**src/rtl/revo_word_receiver.sv**
```systemverilog
// Revolution-marker word receiver: finds the 0->1 revo edge in each deserialized word,
// locks to the revolution period and reports strobe, bit phase, lock state and error stats.
// Optional feature macro: REVO_FLYWHEEL_EN (keep emitting revo through missed periods while locked).
module revo_word_receiver #(
    parameter int BIT_DEPTH         = 8,
    parameter int REVO_PERIOD_WORDS = 640,
    parameter int LOCK_COUNT        = 4,
    parameter int MAX_MISSES        = 2
) (
    input  logic                 clock,
    input  logic                 reset,
    input  logic [BIT_DEPTH-1:0] word_in,
    output logic                 revo,
    output logic [2:0]           revo_bit_phase,
    output logic                 locked,
    output logic                 period_error,
    output logic [15:0]          error_count,
    output logic [15:0]          measured_period
);

    localparam logic [15:0] PERIOD = 16'(REVO_PERIOD_WORDS);
    localparam logic [7:0]  LOCK_C = 8'(LOCK_COUNT);
    localparam logic [7:0]  MISS_C = 8'(MAX_MISSES);
    localparam logic [15:0] SAT    = 16'hFFFF;

    typedef enum logic [1:0] {
        SEARCH = 2'd0,
        VERIFY = 2'd1,
        LOCKED = 2'd2
    } state_t;

    state_t               state_r;
    state_t               state_s;
    logic                 prev_lsb_r;
    logic [15:0]          dist_r;
    logic [2:0]           ref_phase_r;
    logic [2:0]           ref_phase_s;
    logic [7:0]           matches_r;
    logic [7:0]           matches_s;
    logic [7:0]           misses_r;
    logic [7:0]           misses_s;
    logic                 revo_r;
    logic [2:0]           phase_r;
    logic                 locked_r;
    logic                 err_r;
    logic [15:0]          err_cnt_r;
    logic [15:0]          meas_r;

    logic [BIT_DEPTH-1:0] edge_vec_s;
    logic                 edge_found_s;
    logic                 glitch_s;
    logic [2:0]           edge_phase_s;
    logic                 at_p_s;
    logic                 good_s;
    logic                 ref_s;
    logic                 revo_s;
    logic                 perr_s;
    logic                 err_s;

    // Edge detection: a bit is an edge when set while its predecessor in time is clear
    always_comb begin
        edge_vec_s   = word_in & ~{prev_lsb_r, word_in[BIT_DEPTH-1:1]};
        edge_found_s = |edge_vec_s;
        glitch_s     = |(edge_vec_s & (edge_vec_s - {{(BIT_DEPTH-1){1'b0}}, 1'b1}));
        edge_phase_s = 3'd0;
        // Ascending scan so the highest (earliest-in-time) edge wins
        for (int i = 0; i < BIT_DEPTH; i++) begin
            if (edge_vec_s[i]) begin
                edge_phase_s = 3'(BIT_DEPTH - 1 - i);
            end else begin
                edge_phase_s = edge_phase_s;
            end
        end
    end

    // Lock FSM next-state and event decode
    always_comb begin
        state_s     = state_r;
        ref_phase_s = ref_phase_r;
        matches_s   = matches_r;
        misses_s    = misses_r;
        ref_s       = 1'b0;
        revo_s      = 1'b0;
        perr_s      = 1'b0;
        at_p_s      = (dist_r == PERIOD);
        good_s      = edge_found_s && at_p_s && (edge_phase_s == ref_phase_r);
        case (state_r)
            SEARCH: begin
                if (edge_found_s) begin
                    state_s     = VERIFY;
                    ref_s       = 1'b1;
                    ref_phase_s = edge_phase_s;
                    matches_s   = 8'd0;
                end else begin
                    matches_s   = 8'd0;
                end
            end
            VERIFY: begin
                if (good_s) begin
                    ref_s = 1'b1;
                    if ((matches_r + 8'd1) == LOCK_C) begin
                        state_s   = LOCKED;
                        revo_s    = 1'b1;
                        matches_s = 8'd0;
                        misses_s  = 8'd0;
                    end else begin
                        matches_s = matches_r + 8'd1;
                    end
                end else if (edge_found_s) begin
                    perr_s      = 1'b1;
                    ref_s       = 1'b1;
                    ref_phase_s = edge_phase_s;
                    matches_s   = 8'd0;
                end else if (dist_r > PERIOD) begin
                    state_s   = SEARCH;
                    matches_s = 8'd0;
                end else begin
                    state_s = VERIFY;
                end
            end
            LOCKED: begin
                if (good_s) begin
                    revo_s   = 1'b1;
                    misses_s = 8'd0;
                    ref_s    = 1'b1;
                end else if (at_p_s) begin
                    // Missed period: advance the reference to the predicted edge word
                    perr_s = 1'b1;
                    ref_s  = 1'b1;
`ifdef REVO_FLYWHEEL_EN
                    revo_s = 1'b1;
`else
                    revo_s = 1'b0;
`endif
                    if ((misses_r + 8'd1) >= MISS_C) begin
                        state_s  = SEARCH;
                        misses_s = 8'd0;
                    end else begin
                        misses_s = misses_r + 8'd1;
                    end
                end else if (edge_found_s) begin
                    perr_s = 1'b1;
                end else begin
                    state_s = LOCKED;
                end
            end
            default: begin
                state_s   = SEARCH;
                matches_s = 8'd0;
                misses_s  = 8'd0;
            end
        endcase
        err_s = perr_s | glitch_s;
    end

    // Tracking state: FSM, distance counter, reference phase, previous LSB
    always_ff @(posedge clock or negedge reset) begin
        if (!reset) begin
            state_r     <= SEARCH;
            prev_lsb_r  <= 1'b0;
            dist_r      <= 16'd0;
            ref_phase_r <= 3'd0;
            matches_r   <= 8'd0;
            misses_r    <= 8'd0;
        end else begin
            state_r     <= state_s;
            prev_lsb_r  <= word_in[0];
            ref_phase_r <= ref_phase_s;
            matches_r   <= matches_s;
            misses_r    <= misses_s;
            if (ref_s) begin
                dist_r <= 16'd1;
            end else if (dist_r != SAT) begin
                dist_r <= dist_r + 16'd1;
            end else begin
                dist_r <= dist_r;
            end
        end
    end

    // Registered outputs and error statistics
    always_ff @(posedge clock or negedge reset) begin
        if (!reset) begin
            revo_r    <= 1'b0;
            phase_r   <= 3'd0;
            locked_r  <= 1'b0;
            err_r     <= 1'b0;
            err_cnt_r <= 16'd0;
            meas_r    <= 16'd0;
        end else begin
            revo_r   <= revo_s;
            locked_r <= (state_s == LOCKED);
            err_r    <= err_s;
            phase_r  <= revo_s ? ref_phase_r : phase_r;
            meas_r   <= edge_found_s ? dist_r : meas_r;
            if (err_s && (err_cnt_r != SAT)) begin
                err_cnt_r <= err_cnt_r + 16'd1;
            end else begin
                err_cnt_r <= err_cnt_r;
            end
        end
    end

    assign revo            = revo_r;
    assign revo_bit_phase  = phase_r;
    assign locked          = locked_r;
    assign period_error    = err_r;
    assign error_count     = err_cnt_r;
    assign measured_period = meas_r;

endmodule

```
**config.mk**
```make
export PLATFORM = sky130hd
export DESIGN_NAME = revo_word_receiver
export DESIGN_NICKNAME = d
export VERILOG_FILES = /design/src/rtl/revo_word_receiver.sv
export SDC_FILE = /design/constraint.sdc
export NUM_CORES = 1
export LEC_CHECK = 0
export BUFFER_PORTS_ARGS = -buffer_cell sky130_fd_sc_hd__buf_2
export CORE_UTILIZATION = 38
export CTS_CLUSTER_DIAMETER = 60
export DETAILED_ROUTE_END_ITERATION = 12
export SLEW_MARGIN = 25
export SYNTH_ARGS = -nofsm -noshare
export SYNTH_HDL_FRONTEND = slang
export SYNTH_SLANG_ARGS = --single-unit
export TNS_END_PERCENT = 20
```
**constraint.sdc**
```tcl
create_clock -name clock -period 5.4 [get_ports clock]
set_input_delay 0.54 -clock clock [delete_from_list [all_inputs] [get_ports clock]]
set_output_delay 0.54 -clock clock [all_outputs]
set_load 0.01 [all_outputs]
```
### After elaboration in Yosys (flattened, before gate mapping)

Cells that the tools add are included.
Widths: inputs -> output; s select.

| operators by class | value |
|---|---|
| add/sub/neg operators | 5 |
| order comparisons | 2 |
| equality and inequality tests | 13 |
| multiplexer cells | 47 |
| bitwise logic cells | 6 |
| reductions and logical operators | 11 |

Operators by type and width:

| cell | count |
|---|---|
| $mux 8 | 9 |
| $add 16x1->16 const B | 2 |
| $mux 16 | 2 |
| $ne 16x16->1 const B | 2 |
| $mux 3 | 10 |
| $pmux 8 s3 | 1 |
| $add 8x1->8 const B | 2 |
| $and 8x8->8 | 2 |
| $eq 16x10->1 const B | 1 |
| $gt 16x10->1 const B | 1 |
| $mux 2 | 8 |
| $pmux 8 s2 | 1 |
| $reduce_or 8->1 | 2 |
| $mux 1 | 11 |
| $eq 8x3->1 const B | 1 |
| $ge 8x2->1 const B | 1 |
| $not 8->8 | 1 |
| $sub 8x1->8 const B | 1 |
| $ne 2x2->1 const B | 3 |
| $pmux 2 s3 | 1 |
| $pmux 3 s2 | 1 |
| $eq 2x2->1 const B | 2 |
| $ne 4x4->1 const B | 1 |
| $pmux 1 s2 | 2 |
| other kinds (11) | 16 |

| storage, ports and cells | value |
|---|---|
| bits in registers | 76 |
| input bits | 10 |
| output and inout port bits | 38 |
| word-level logic and storage cells | 96 |

### Longest topological paths before layout

| depth | value |
|---|---|
| word-level depth | 16 |
| gate-level depth with buffers | 11 |

### Least setup slack after synthesis

No wires, ideal clock.

| timing | value |
|---|---|
| path kind | input to register |
| from | in word_in[3] |
| to | reg err_cnt_r[1], in the netlist error_count[1] |
| library setup time | 125 ps |
| data arrival time | 2457 ps |
| required time | 5275 ps |
| path slack | 2818 ps |
| stages on the path | 9 |
| path buffers | 1 |
| path through | nor2b_2 o41a_4 a21boi_0 mux2_4 and4b_1 buf_6 o21ai_4 nand2_2 mux2_4 |

| on the way | value |
|---|---|
| word-level cells in the longest chain between the ends | 14 |

RTL lines:

| item | line | RTL |
|---|---|---|
| start, declared | 12 | `input logic [BIT_DEPTH-1:0] word_in,` |
| $not 8->8 | 62 | `edge_vec_s = word_in & ~{prev_lsb_r, word_in[BIT_DEPTH-1:1]};` |
| $and 8x8->8 (*) | 62 |  |
| $mux 3 (6 in series) | 68 | `if (edge_vec_s[i]) begin` |
| $eq 3x3->1 | 86 | `good_s = edge_found_s && at_p_s && (edge_phase_s == ref_phase_r);` |
| $logic_and 1x1->1 | 86 |  |
| $mux 1 (on tied branches) | 122, 99 |  |
| $pmux 1 s2 | 87 | `case (state_r)` |
| $or 1x1->1 (*) | 153 | `err_s = perr_s \| glitch_s;` |
| $logic_and 1x1->1 (*) | 196 | `if (err_s && (err_cnt_r != SAT)) begin` |
| end signal, assigned | 197 | `err_cnt_r <= err_cnt_r + 16'd1;` |
| end signal, assigned | 199 | `err_cnt_r <= err_cnt_r;` |
| end, declared | 46 | `logic [15:0] err_cnt_r;` |

Every way passes the cells marked *; elsewhere a longest branch is shown, timed or not.
A chain may end at the register's enable or synchronous reset.

### Final worst setup path

| timing | value |
|---|---|
| from | reg dist_r[0] |
| to | reg misses_r[0] |

| on the way | value |
|---|---|
| word-level cells in the longest chain between the ends | 5 |

RTL lines:

| item | line | RTL |
|---|---|---|
| start, declared | 35 | `logic [15:0] dist_r;` |
| start signal, assigned | 174 | `dist_r <= dist_r + 16'd1;` |
| start signal, assigned | 176 | `dist_r <= dist_r;` |
| $eq 16x10->1 (*) | 85 | `at_p_s = (dist_r == PERIOD);` |
| $logic_and 1x1->1 (2 in series) | 86 |  |
| $ne 3x3->1 (no line), or another cell as far along | -- |  |
| $reduce_and 4->1 (no line) / $pmux 8 s3 (equally long branches) | -- |  |
| end signal, assigned | 170 | `misses_r <= misses_s;` |
| end, declared | 40 | `logic [7:0] misses_r;` |

Marks and branches as above.

==> flow_summary.toml <==
[outcome]
status = "complete, no violations"

[final_layout]
finalNetCount = 466
multi_input_area_sq_um = 1952
area_delta_synth_final_pct = 15.19
drive_gt1_share_pct = 19.29
antenna_cells = 0
nFillCells = 961
seqCellArea_sq_um = 1902

[setup_path]
cpMostUsedCell = "nand2_1"
worst-path-buf-inv = 1
cp_data_arrival_time_ps = 3180
crit_path_max_fanout = 8
crit_type = "reg -> reg"
cpPeakStageDelay_ps = 520
end_kind = "register"
cpMaxStageDelayCell = "and4b_1"
worst-endpoint-required_ps = 5630
critPathLaunchType = "register"
crit_chain = "inv_1 > ha_1 > nor4b_2 > nand2_1 > or3_1 > and4b_1 > nand2_1 > a221o_1 > mux2_4"
cp_top_family = "simple AND/OR/NAND/NOR gates"

[sta]
slew_violations = 0
grt_setup_unrepaired = "false"
fin_setup_tns_ps = 0
hold_viol_final = 0
max_freq_ghz = 0.3390
worst_pin_slew_ps = 812.9
relSlewSlack_pct = 45.31
clock_skew_ps = 11.64
fin_crit_sh_pct = 54.62
fin_crit_ps = 2950
setup_viol = 0

[synth]
yosysTopAreaCell = "dfrtp_1"
ys_top_cells_by_count = "dfrtp_1 (76), nand2_1 (45), nor2_1 (37)"
synth_top_family_by_area = "simple AND/OR/NAND/NOR gates"
async_flop_share_pct = 100.0
ys_types = 56
postSynthCellCount = 395
synthFlopType = "dfrtp_1"
synth_area_sq_um = 3930
avgSynthCellArea_sq_um = 9.949
ys_ff_latch = 76
synthAdderAreaFrac_pct = 3.184
synth_most_common_cell = "dfrtp_1"
synth_top_area_share_pct = 48.39
muxShareOfSynthArea_pct = 5.635
synth-compound-area-share_pct = 10.22
yosys.area_share.simple_pct = 24.10
yosysWarnings = 0
syn-num-nets = 415
synthXorXnorAreaFrac_pct = 6.240
yosysSeqAreaShare_pct = 48.39
synth.area.top_cells = "dfrtp_1 (48%), xnor2_1 (4.7%), nand2_1 (4.3%)"
synth-edff-count = 0

[clock_network]
clk_pin_slew_ps = 80
post_cts_resize_count = 0
clockRootBuffer = "clkbuf_8"
cts_setup_buffers = 0
clk_latency_ps = 340
htreeDepth = 3
clkSinkCount = 76
clock_path_buffers = 2
cts_tree = "built"
numCtsBuffers = 9
holdBufCountCts = 0

[detailed_routing]
vias_per_cell = 5.226
via_count = 3052
drtAntennaViolNets = 0
initialDrtViolationCount = 164
drc = 0
routed_wl_microns = 7973
dr.pass1.iters = 6
wl_per_cell_microns = 13.65

[floorplanning]
num_rows = 36
io_pins = 48
fp.coreArea_sq_um = 9910
initial_core_util_pct = 39.66
die_y_microns = 103.7
dieArea_sq_um = 10750
die_w_microns = 103.7

[run]
maxCapViolations = 0

[place]
dp_hpwl_microns = 5660
portBuffers = 47
place.gp.congestion = 0.8699

[power_and_ir_drop]
p_leak_nw = 2.089
cellPowerDensity_nw_per_um2 = 334.5
ir_worst_vdd_mv = 0.1901
finalPower_mw = 1.514

[min_path]
hold_class = "in -> async"

[global_routing]
grt_pass1_wl_microns = 13880
first_global_vias = 2979
grt_max_degree = 77
grt_overflow = 0
grt_antenna_before_repair = 0
track_usage_pct = 15.66
[final timing paths]
check,to,cells past startpoint,startpoint,slack (ps)
setup / recovery,misses_r[0],9,dist_r[0],2450
hold / removal,revo,1,reset,220
setup reg to reg,misses_r[0],9,dist_r[0],2450
hold reg to reg,revo_bit_phase[1],2,revo_bit_phase[1],460
max in group asynchronous,dist_r[2],1,reset,4710
min in group clock,prev_lsb_r,1,word_in[0],360
[logic make-up after synthesis]
kind of cell | after synthesis
flip-flops | 76
AO/OA/AOI/OAI | 59
buffers and inverters | 19
adder cells (fa/ha/maj) | 10
AND/OR/NAND/NOR | 184
multiplexers | 19
XOR/XNOR | 28
[cell type report]
cell class | instances | share of cell area, %
clock inverters | 5 | 1.879
flip-flops and latches | 76 | 42.01
clock buffers | 11 | 2.902
inverters | 11 | 0.9121
repair buffers | 48 | 5.500
well taps | 133 | 3.676
multi-input cells | 300 | 43.12
[power by group]
part,total (mW),internal [mW],switching [mW]
Combinational,0.353,0.154,0.198
Sequential,0.687,0.627,0.0594
Clock,0.475,0.263,0.211
[layer usage]
layer / vias to the layer above / global-route usage, % / part of all wire [%]
met4: 0 / 7.347 / 2.5
met5: - / 0 / 0
met1: 1492 / 19.88 / 47
met2: 39 / 26.17 / 48
met3: 15 / 2.454 / 2.4
li1: 1506 / - / -
[layout by cell type, fill, tap and decap left out, types with 3 or more instances in the layout]
cell type / count
clkbuf_8: 9
and2_1: 10
o21ai_0: 19
xor2_1: 7
dfrtp_1: 76
and3_1: 13
a21oi_1: 11
nor3_1: 11
nand4_1: 11
xnor2_1: 21
inv_1: 10
nor4_1: 4
nor3b_1: 3
a211oi_1: 4
ha_1: 10
mux2i_1: 3
nand2_1: 45
mux2_4: 3
nor2_1: 37
nand2b_1: 5
nor2b_1: 5
or3_1: 7
buf_2: 46
nand3_1: 18
mux2_2: 13
[stage by stage]
stage                     setup slack [ps]  instances  instance area [sq um]  util, %  hold WS [ps]
after floorplan                       2818        395                   3930        -         244.4
after global placement                2144        568                   4299    43.38         450.3
after detailed placement              2308        568                   4307    43.46         455.1
after CTS                             2437        584                   4523    45.64         340.6
after global routing                  2226        584                   4527    45.68         276.2
final                                 2450        584                   4527    45.68         216.1
[state kept, by name (all words and copies together) (netlist names)]
name and cells:
measured_period 16, state_r 2, matches_r 8, period_error 1, prev_lsb_r 1, locked 1
misses_r 8, revo_bit_phase 3, dist_r 16, ref_phase_r 3, error_count 16, revo 1
(Power assumes the default switching activity.)
